## src/rtl/cpu_pkg.sv

```systemverilog
// Shared CPU datapath definitions: multiplier FSM encodings and default width.
package cpu_pkg;

    localparam int WIDTH_DEFAULT = 32;

    typedef enum logic [1:0] {
        MUL_IDLE = 2'b00,
        MUL_RUN  = 2'b01,
        MUL_DONE = 2'b10
    } mul_state_e;

endpackage

```

## src/rtl/booth_step.sv

```systemverilog
// One radix-2 Booth iteration: conditional add/subtract of M, then an
// arithmetic right shift of {A,Q,q_1}.
module booth_step #(
    parameter int WIDTH = 32
) (
    input  logic [WIDTH:0]   acc_in,
    input  logic [WIDTH-1:0] q_in,
    input  logic             q1_in,
    input  logic [WIDTH:0]   m,
    output logic [WIDTH:0]   acc_out,
    output logic [WIDTH-1:0] q_out,
    output logic             q1_out
);

    logic [WIDTH:0] sum;

    always_comb begin
        sum = acc_in;
        case ({q_in[0], q1_in})
            2'b01:   sum = acc_in + m;
            2'b10:   sum = acc_in - m;
            default: sum = acc_in;
        endcase
        // Sign bit of A is replicated; A's LSB falls into Q's MSB.
        acc_out = {sum[WIDTH], sum[WIDTH:1]};
        q_out   = {sum[0], q_in[WIDTH-1:1]};
        q1_out  = q_in[0];
    end

endmodule

```

## src/rtl/mult_booth_seq.sv

```systemverilog
// Sequential radix-2 Booth signed multiplier; one step per clock, product
// presented on hi/lo with a one-cycle done pulse.
module mult_booth_seq
    import cpu_pkg::*;
#(
    parameter int WIDTH = WIDTH_DEFAULT
) (
    input  logic             clk,
    input  logic             reset_n,
    input  logic             start,
    input  logic [WIDTH-1:0] a,
    input  logic [WIDTH-1:0] b,
    output logic             busy,
    output logic             done,
    output logic [WIDTH-1:0] hi,
    output logic [WIDTH-1:0] lo
);

    localparam int CW = $clog2(WIDTH) + 1;

    mul_state_e       state, state_nx;
    logic [WIDTH:0]   m_r, acc_r, acc_nx;
    logic [WIDTH-1:0] q_r, q_nx;
    logic             q1_r, q1_nx;
    logic [CW-1:0]    cnt;
    logic             last_step;

    assign last_step = (cnt == CW'(1));

    booth_step #(.WIDTH(WIDTH)) u_step (
        .acc_in (acc_r),
        .q_in   (q_r),
        .q1_in  (q1_r),
        .m      (m_r),
        .acc_out(acc_nx),
        .q_out  (q_nx),
        .q1_out (q1_nx)
    );

    always_comb begin
        state_nx = state;
        case (state)
            MUL_IDLE: if (start) state_nx = MUL_RUN;
            MUL_RUN:  if (last_step) state_nx = MUL_DONE;
            MUL_DONE: state_nx = MUL_IDLE;
            default:  state_nx = MUL_IDLE;
        endcase
    end

    // busy/done are registered copies of the next state so they come straight off flops.
    always_ff @(posedge clk or negedge reset_n) begin
        if (!reset_n) begin
            state <= MUL_IDLE;
            busy  <= 1'b0;
            done  <= 1'b0;
        end else begin
            state <= state_nx;
            busy  <= (state_nx == MUL_RUN);
            done  <= (state_nx == MUL_DONE);
        end
    end

    always_ff @(posedge clk or negedge reset_n) begin
        if (!reset_n) begin
            m_r   <= '0;
            acc_r <= '0;
            q_r   <= '0;
            q1_r  <= 1'b0;
            cnt   <= '0;
            hi    <= '0;
            lo    <= '0;
        end else begin
            if (state == MUL_IDLE && start) begin
                m_r   <= {a[WIDTH-1], a};
                acc_r <= '0;
                q_r   <= b;
                q1_r  <= 1'b0;
                cnt   <= CW'(WIDTH);
            end else if (state == MUL_RUN) begin
                acc_r <= acc_nx;
                q_r   <= q_nx;
                q1_r  <= q1_nx;
                cnt   <= cnt - CW'(1);
                if (last_step) begin
                    hi <= acc_nx[WIDTH-1:0];
                    lo <= q_nx;
                end
            end
        end
    end

endmodule
```

## config.mk

```make
export PLATFORM = sky130hd
export DESIGN_NAME = mult_booth_seq
export DESIGN_NICKNAME = d
export VERILOG_FILES = /design/src/rtl/cpu_pkg.sv /design/src/rtl/booth_step.sv /design/src/rtl/mult_booth_seq.sv
export SDC_FILE = /design/constraint.sdc
export NUM_CORES = 1
export LEC_CHECK = 0
export CORE_UTILIZATION = 49
export CTS_BUF_LIST = sky130_fd_sc_hd__clkbuf_16
export CTS_CLUSTER_DIAMETER = 150
export DETAILED_ROUTE_END_ITERATION = 6
export DONT_BUFFER_PORTS = 1
export PLACE_DENSITY = 0.75
export SLEW_MARGIN = 25
export SYNTH_ARGS = -nofsm -noshare
export SYNTH_HDL_FRONTEND = slang
export SYNTH_SLANG_ARGS = --single-unit
```

## constraint.sdc

```tcl
create_clock -name clk -period 5.4 [get_ports clk]
set_input_delay 1.08 -clock clk [delete_from_list [all_inputs] [get_ports clk]]
set_output_delay 1.08 -clock clk [all_outputs]
set_load 0.005 [all_outputs]
```

# ---- Word-level counts from Yosys, hierarchy flattened
# Cells that the tools add are included.
dict set report totals {
  register_bits 172
  output_inout_bits 66
  elab_cells 36
}
dict set report classes {
  add_sub_neg 3
  eq_ne 6
  n_mux 12
  bitwise 1
  reduce_logical 4
}
# op n
set ops {}
lappend ops {{two-way mux 33 bit} 2}
lappend ops {{case mux 33 bit (2 select lines)} 1}
lappend ops {{two-way mux 32 bit} 2}
lappend ops {{adder 33 bit} 1}
lappend ops {{subtractor 33 bit} 1}
lappend ops {{two-way mux 6 bit} 2}
lappend ops {{== test 2 x 1 -> 1 bit (second input constant)} 3}
lappend ops {{== test 6 x 1 -> 1 bit (second input constant)} 1}
lappend ops {{subtractor 6 x 1 -> 6 bit (second input constant)} 1}
lappend ops {{== test 2 bit (second input constant)} 2}
lappend ops {{two-way mux 2 bit} 2}
lappend ops {{case mux 2 bit (2 select lines)} 1}
lappend ops {{AND reduction 3 bit} 1}
lappend ops {{zero test 2 bit} 1}
lappend ops {{two-way mux 1 bit} 2}
lappend ops {{nonzero test 2 bit} 1}
lappend ops {{logical AND 1 bit} 1}
lappend ops {{NOT 1 bit} 1}

# ---- Depth between registers and ports, before layout
# Gate-level depths: netlist of run 1.
dict set report depth {
  depth_word 4
  ltp_mapped 20
}

# ---- Cells and area by module
# A second synthesis of run 1 with hierarchy kept.
dict set report unflattened {
  cells_unflattened 1067
  hier_area_um2 10314.9
}
# module instances cells_per_inst area_each_um2 seq_area_each_um2
set modules_own_cells {}
lappend modules_own_cells {mult_booth_seq 1 567 6991.7 4304.1}
lappend modules_own_cells {booth_step 1 500 3323.2 0.0}

# ---- Least setup slack after synthesis of run 1
# No wires, ideal clock.
dict set report synth_path {
  path_type {reg-to-reg}
  startpoint {reg m_r[10]}
  endpoint {reg acc_r[31]}
  setup_ps 118
  arrival_time_ps 3922
  required_ps 5282
  slack_ps 1360
  path_stages_with_launch 20
  path_buffers 1
  period_less_slack_ps 4040
  path_cell_list {dfrtp_1 > or3_4 > or3_4 > or2_2 > nor2_1 > nand2_1 > nor2_1 > a21oi_1 > xnor2_1 > ha_1 > clkbuf_1 > a21o_1 > a21o_1 > a21oi_1 > and3_1 > o311ai_0 > nand3b_1 > nand3_2 > a21o_1 > a21o_1}
}
dict set report synth_between {
  elab_chain_cells 4
}
# item line
set synth_lines {}
lappend synth_lines {{start, declared} mult_booth_seq.sv:22} ;# logic [WIDTH:0] m_r, acc_r, acc_nx;
lappend synth_lines {{start signal, assigned} mult_booth_seq.sv:74} ;# m_r <= {a[WIDTH-1], a};
lappend synth_lines {{subtractor 33 bit or adder 33 bit (tied branches)} {booth_step.sv:21, booth_step.sv:20}}
lappend synth_lines {{case mux 33 bit (2 select lines) *} booth_step.sv:19} ;# case ({q_in[0], q1_in})
lappend synth_lines {{two-way mux 33 bit *} mult_booth_seq.sv:79} ;# end else if (state == MUL_RUN) begin
lappend synth_lines {{two-way mux 33 bit *} mult_booth_seq.sv:73} ;# if (state == MUL_IDLE && start) begin
lappend synth_lines {{end signal, assigned} mult_booth_seq.sv:80} ;# acc_r <= acc_nx;
lappend synth_lines {{end, declared} mult_booth_seq.sv:22}
# Mark *: on every way between the ends. The rest lies on a longest branch, timed or not. The select of a mux whose other input is x is not followed.
# A chain may end at the register's enable or synchronous reset.

# ---- Final worst setup path of run 1
dict set report layout_path {
  startpoint {reg m_r[3]}
  endpoint {reg acc_r[31]}
}
# The elaborated chain is that of the path after synthesis.

==> reports/qor.txt, run 1 <==
Cts hold-fix bufs: 0
Die ar.: 0.0202 mm^2
# setup viols final: 0
Synth Area in XOR/XNOR: 5.09%
Syn-to-layout area delta: 7.80%
Iteration-0 DRC Markers: 546
Post-route ant nets: 0
Fin crit share: 86.4%
# diodes: 0
Post-CTS Setup Bufs: 0
Drt pass-1 iters: 5
Number of synthesized flops with an enable pin: 0
Seq/Total Area, Yosys: 44.4%
Hold crit path type: input port to async pin
Number of synthesized register bits: 171
Most frequent cells in the layout: nand2_1, dfrtp_1, o21ai_0
Resized cells post-CTS: 0
Most used flip-flop cell after synthesis: dfrtp_1
Worst-case clock buffer depth: 2
Max-slew headroom: 47.2%
Die X: 142 um
Slew Viols, Final: 0
Die H: 142 um
Drt total wl: 24.4 mm
Synth unique cells: 55
Gpl congestion: 0.952
R2r worst-path depth: 19
CP required: 5720 ps
Final hold viol count: 0
WL/cell: 17.8 um
Post-Synth Simple-Gate Area: 20.1%
CP Capture Type: flip-flop
Core Region: 0.0190 mm^2
CP arrival: 4990 ps
Post-synthesis compound-gate area fraction: 20.4%
Clock sinks: 171
Vias in the first global route: 7772
Final worst path period need: 4670 ps
Unrepaired setup endpoints after global routing: false
Reg2reg end: acc_r[31]
Number of antenna violations at the first check in global routing: 0
CP startpoint: m_r[3]
Synth Net Count: 1240
Mapped cell area: 0.00964 mm^2
Via count: 7848
Syn. warnings: 0
First-pass GRT wire length: 39.9 mm
Reg-to-reg slack, setup: 730 ps
H-tree depth: 4
Final net count: 1204
Most common cell after layout, fill and taps aside: nand2_1
CTS Buf Count: 17
Port-buffer cells: 0
Critical-path maximum fanout: 8
Starting Density: 50.7%
Vias per cell: 5.72
Final setup TNS: 0 ps
Layout cell share with drive strength beyond 1: 5.31%
Ports: 133
Ys async rst share: 100%
Worst skew pair latency: 430 ps
DP Wirelength: 16.4 mm
Slew @ Worst Pin: 791 ps
FMAX: 214 MHz
Post-synthesis adder-cell area fraction: 4.88%
CTS tree: built
Global Route Usage Sum: 25.2%
Residual DRC: 0
CP startpoint kind: flip-flop
Worst r2r src: m_r[3]
Max_cap viols: 0
Largest net degree at the start of global routing: 172
Main combinational cell family by area after synthesis: compound AO/OA/AOI/OAI gates
Multiplexer share of the synthesized area: 1.71%
Synth Instances: 1136
Total grt overflow: 0
FP Rows: 50
Status: complete, no violations
CP Class: flip-flop to flip-flop
Syn avg cell area: 8.49 um^2
Worst Skew: 10.9 ps
Worst Setup EP: acc_r[31]
CTS clock-pin slew for the worst setup and hold paths: 70 ps
Clock root buffer: clkbuf_16
how the worst min path moves through the flow:
stage,to,slack (ps),cells past startpoint
floorplan,cnt[4],450,1
global placement,cnt[4],470,1
detailed placement,cnt[4],480,1
CTS,m_r[25],320,0
global route,m_r[28],330,0
finish,m_r[28],340,0
through the flow:
step	std cells	area, um^2	setup slack [ps]	utilization [%]	hold slack [ps]
global placement	1341	9820	1000	51.7	466
detailed placement	1341	9820	789	51.7	484
floorplan	1136	9640	1360	-	450
finish	1372	10400	735	54.6	338
CTS	1372	10400	738	54.6	324
global route	1372	10400	387	54.6	327
layout make-up:
cell class	count	area (um^2)
multi-input combinational	876	5050
sequential	171	4280
inverter	22	82.6
timing repair buffer	12	90.1
clock buffer	17	425
clock inverter	14	144
tap	260	325
fill	1780	8630
sequential cells by signal, summed over array words and instances (netlist names):
name / count
q_r: 32
busy: 1
lo: 32
done: 1
state: 2
cnt: 6
m_r: 32
hi: 32
acc_r: 32
q1_r: 1
kinds of logic (layout without fill, tap and decap cells):
logic type | Yosys count | in the layout
simple gates | 441 | 441
xor+xnor | 56 | 56
mux | 16 | 16
flops | 171 | 171
compound gates | 326 | 326
fa+ha+maj | 37 | 37
buf+inv | 89 | 65
synthesized netlist by cell type (2+ instances only):
cell | number | area, um^2
xor2_1 | 12 | 105
inv_1 | 22 | 82.6
o21bai_1 | 3 | 22.5
nor3b_1 | 2 | 15.0
a2111oi_0 | 2 | 17.5
buf_1 | 6 | 22.5
nor2_1 | 47 | 176
ha_1 | 36 | 450
a311oi_1 | 2 | 17.5
o31ai_1 | 4 | 30.0
dfrtp_1 | 171 | 4280
and3_1 | 10 | 62.6
o21a_1 | 7 | 52.6
o211ai_1 | 4 | 30.0
or3_4 | 3 | 33.8
nand4_1 | 5 | 31.3
a31oi_1 | 11 | 68.8
a22o_1 | 12 | 105
a21oi_1 | 92 | 460
o2111ai_1 | 2 | 17.5
nor2b_1 | 40 | 250
nand2b_1 | 7 | 43.8
a32oi_1 | 2 | 17.5
a22oi_1 | 31 | 233
o31a_1 | 3 | 26.3
nand3_1 | 12 | 60.1
nor3_1 | 20 | 100
a21o_1 | 19 | 143
xnor2_1 | 44 | 385
and2_1 | 2 | 12.5
nor4_1 | 4 | 25.0
o311ai_0 | 2 | 17.5
mux2_2 | 4 | 45.0
o21ai_0 | 116 | 581
a21boi_0 | 2 | 15.0
mux2i_1 | 12 | 120
nand2_1 | 283 | 1060
clkbuf_1 | 61 | 229
a211o_1 | 3 | 26.3
critical path: stages, from the launching register on:
cell and delay (ps):
dfrtp_1 410, nor3_1 380, and3_1 270, nand2_1 130, or2_2 350, nor2_1 280
nand2_1 80, nor2_1 220, a21oi_1 120, xnor2_1 240, ha_1 380, a21o_1 210
a21o_1 170, a21oi_1 210, and3_1 200, o311ai_0 210, nand3b_1 170, nand3_2 110
a21o_1 230, a21o_1 170
routing by layer:
layer / vias to the layer above / wire [um] / track usage, %
li1: 3855 / - / -
met1: 3757 / 11200 / 33.4
met2: 200 / 11400 / 41.7
met3: 36 / 1120 / 4.17
met4: 0 / 563 / 8.32
met5: - / 0 / 0
Power of run 1 is left out: the tool's default activity adds up to more than one toggle a clock period on the data nets, which glitch-free logic cannot reach.
==> run 2: changes to the inputs <==
--- a/config.mk
+++ b/config.mk
@@ -5,11 +5,13 @@
 export SDC_FILE = /design/constraint.sdc
 export NUM_CORES = 1
 export LEC_CHECK = 0
+export CAP_MARGIN = 40
 export CORE_UTILIZATION = 49
 export CTS_BUF_LIST = sky130_fd_sc_hd__clkbuf_16
 export CTS_CLUSTER_DIAMETER = 150
 export DETAILED_ROUTE_END_ITERATION = 6
 export DONT_BUFFER_PORTS = 1
+export GPL_TIMING_DRIVEN = 0
 export PLACE_DENSITY = 0.75
 export SLEW_MARGIN = 25
 export SYNTH_ARGS = -nofsm -noshare
==> reports/qor.txt, run 2 (synthesis results as in run 1) <==
Status: complete, no violations
Number of antenna violations at the first check in global routing: 0
Most common cell after layout, fill and taps aside: nand2_1
CP startpoint kind: flip-flop
Syn-to-layout area delta: 9.36%
Reg2reg end: acc_r[31]
CP required: 5720 ps
Worst-case clock buffer depth: 2
Most frequent cells in the layout: nand2_1, dfrtp_1, o21ai_0
Largest net degree at the start of global routing: 172
CP Class: flip-flop to flip-flop
Max_cap viols: 0
CTS Buf Count: 17
Vias in the first global route: 7896
Clock sinks: 171
Post-CTS Setup Bufs: 0
DP Wirelength: 19.0 mm
Die X: 142 um
Gpl congestion: 0.955
Hold crit path type: input port to async pin
FMAX: 204 MHz
# diodes: 0
R2r worst-path depth: 20
CP arrival: 5220 ps
CP Capture Type: flip-flop
Final setup TNS: 0 ps
Worst Skew: 13.3 ps
Max-slew headroom: 47.0%
CTS clock-pin slew for the worst setup and hold paths: 70 ps
Die H: 142 um
Final worst path period need: 4900 ps
Critical-path maximum fanout: 8
Worst r2r src: m_r[3]
Cell total after placement: 1396
Final setup margin: 504 ps
Layout cell share with drive strength beyond 1: 3.77%
Ports: 133
Residual DRC: 0
H-tree depth: 4
Resized cells post-CTS: 0
Port-buffer cells: 0
Die ar.: 0.0202 mm^2
Fin cells: 1428
Starting Density: 50.7%
# setup viols final: 0
Cts hold-fix bufs: 0
Final hold viol count: 0
WL/cell: 18.2 um
Global Route Usage Sum: 26.6%
Total grt overflow: 0
First-pass GRT wire length: 41.6 mm
Area of the multi-input gates: 0.00503 mm^2
CP startpoint: m_r[3]
Slew Viols, Final: 0
Clock root buffer: clkbuf_16
Slew @ Worst Pin: 796 ps
Vias per cell: 5.82
Register area: 0.00428 mm^2
CTS tree: built
Fin crit share: 90.7%
Final net count: 1259
Utilization after layout: 55.4%
Core Region: 0.0190 mm^2
Filler cell count: 1787
Dpl ws: 637 ps
Iteration-0 DRC Markers: 694
Post-route ant nets: 0
Drt pass-1 iters: 5
Via count: 8313
Unrepaired setup endpoints after global routing: false
FP Rows: 50
Drt total wl: 26.1 mm
Worst skew pair latency: 440 ps
Reg-to-reg slack, setup: 500 ps
==> run 2: metal layers <==
layer	GRT usage (%)	part of all wire, %
met3	4.41	6.5
met1	36.9	45
met5	0	0
met2	41.4	46
met4	10.4	2.8
==> run 2: critical path: stages (launching register included) <==
cell      delay (ps)
dfrtp_1          420
nor3_1           380
and3_1           270
nand2_1          110
or2_2            340
nor2_1           300
nand2_1           90
nor2_1           250
a21oi_1          130
xnor2_1          300
ha_1             300
clkbuf_1         210
a21o_1           230
a21o_1           180
a21oi_1          210
and3_1           210
o311ai_0         200
nand3b_1         170
nand3_2          110
a21o_1           190
a21o_1           170
==> run 2: cell type report <==
class | instances | area share (%)
multi-input combinational | 876 | 47.7
sequential | 171 | 40.6
clock buffer | 17 | 4.04
tap | 260 | 3.09
buffer | 67 | 2.39
clock inverter | 15 | 1.44
inverter | 22 | 0.783
==> run 2: worst max path at each step <==
stage,endpoint,depth (start not counted),slack (ps)
4_1_cts,acc_r[31],20,560
6_report,acc_r[31],20,500
2_1_floorplan,acc_r[31],19,1360
5_1_grt,acc_r[31],20,160
3_3_place_gp,acc_r[31],20,650
3_5_place_dp,acc_r[31],20,640
==> run 2: metrics by stage <==
stage | hold slack, ps | cell area [um^2]
floorplan | 450 | 9640
global placement | 467 | 9970
detailed placement | 481 | 9970
CTS | 330 | 10500
global route | 324 | 10500
finish | 337 | 10500
Power of run 2 is left out for the same reason.
==> run 3: changes to the inputs <==
--- a/config.mk
+++ b/config.mk
@@ -5,7 +5,8 @@
 export SDC_FILE = /design/constraint.sdc
 export NUM_CORES = 1
 export LEC_CHECK = 0
-export CAP_MARGIN = 40
+export CAP_MARGIN = 25
+export CORE_MARGIN = 3
 export CORE_UTILIZATION = 49
 export CTS_BUF_LIST = sky130_fd_sc_hd__clkbuf_16
 export CTS_CLUSTER_DIAMETER = 150
==> reports/qor.txt, run 3 (synthesis results as in run 1) <==
CTS Buf Count: 17
FP Rows: 50
Vias per cell: 5.85
Most common cell after layout, fill and taps aside: nand2_1
Clock sinks: 171
Ports: 133
Worst-case clock buffer depth: 2
Global Route Usage Sum: 24.7%
Hold crit path type: input port to async pin
WL/cell: 18.5 um
Worst skew pair latency: 430 ps
Die ar.: 0.0214 mm^2
Largest net degree at the start of global routing: 172
Die X: 146 um
Worst Skew: 8.24 ps
Die H: 146 um
Port-buffer cells: 0
First-pass GRT wire length: 42.8 mm
Slew @ Worst Pin: 870 ps
Fin crit share: 91.8%
Register area: 0.00428 mm^2
Post-route ant nets: 0
CP arrival: 5250 ps
Worst r2r src: m_r[10]
Residual DRC: 0
DP Wirelength: 19.1 mm
# setup viols final: 0
CTS tree: built
H-tree depth: 4
Slew Viols, Final: 0
Number of antenna violations at the first check in global routing: 0
R2r worst-path depth: 19
CP startpoint kind: flip-flop
CP Class: flip-flop to flip-flop
FMAX: 202 MHz
Final worst path period need: 4960 ps
Utilization after layout: 55.6%
Syn-to-layout area delta: 9.73%
CP startpoint: m_r[10]
# diodes: 0
Iteration-0 DRC Markers: 747
Final net count: 1259
Starting Density: 50.7%
Max_cap viols: 0
Filler cell count: 1768
Max-slew headroom: 42.0%
CP Capture Type: flip-flop
Most frequent cells in the layout: nand2_1, dfrtp_1, o21ai_0
Via count: 8349
Unrepaired setup endpoints after global routing: false
Total grt overflow: 0
Cell total after placement: 1396
Gpl congestion: 0.959
Worst hold margin: 339 ps
Vias in the first global route: 8112
Critical-path maximum fanout: 8
Core Region: 0.0190 mm^2
Drt pass-1 iters: 6
Status: complete, no violations
CP required: 5690 ps
Final setup TNS: 0 ps
Drt total wl: 26.4 mm
CTS clock-pin slew for the worst setup and hold paths: 70 ps
Layout cell share with drive strength beyond 1: 3.69%
Final hold viol count: 0
Area of the multi-input gates: 0.00503 mm^2
Fin cells: 1426
Clock root buffer: clkbuf_16
-- run 3: cell type report --
type	count	share of cell area (%)
Tap cell	260	3.08
Buffer	67	2.38
Clock buffer	17	4.02
Multi-Input combinational cell	876	47.6
Inverter	22	0.781
Clock inverter	13	1.73
Sequential cell	171	40.4
-- run 3: metal layers --
layer / track usage (%) / wire length [um] / vias up
li1: - / - / 3954
met1: 34.7 / 11800 / 4054
met2: 37.6 / 12000 / 285
met3: 4.53 / 1580 / 56
met4: 10.4 / 1040 / 0
met5: 0 / 0 / -
-- run 3: per-stage QoR --
step	setup WS (ps)	area [um^2]
floorplan	1360	9640
global placement	574	9970
detailed placement	503	9970
CTS	451	10600
global route	142	10600
finish	442	10600
-- run 3: path summary, 6_finish.rpt --
kind	slack [ps]	end
min reg2reg	490	cnt[4]
min	340	lo[15]
max in group asynchronous	4820	hi[22]
max reg2reg	440	hi[31]
max	440	hi[31]
min in group clk	490	cnt[4]
-- run 3: repair_timing --
item                       CTS  global route
buffers inserted             0             0
resized for setup            0             1
hold buffers                 0             0
setup endpoints to repair    0             1
-- run 3: critical path, stage by stage (launching register included) --
cell	delay, ps
dfrtp_1	430
or3_4	420
or3_4	340
or2_2	300
nor2_1	310
nand2_1	90
nor2_1	230
a21oi_1	120
xnor2_1	360
ha_1	310
clkbuf_1	200
a21o_1	220
a21o_1	170
a21oi_1	230
and3_1	230
o311ai_0	220
a21bo_4	270
nand3_2	100
xor2_1	170
o21ai_0	90
Power of run 3 is left out for the same reason.
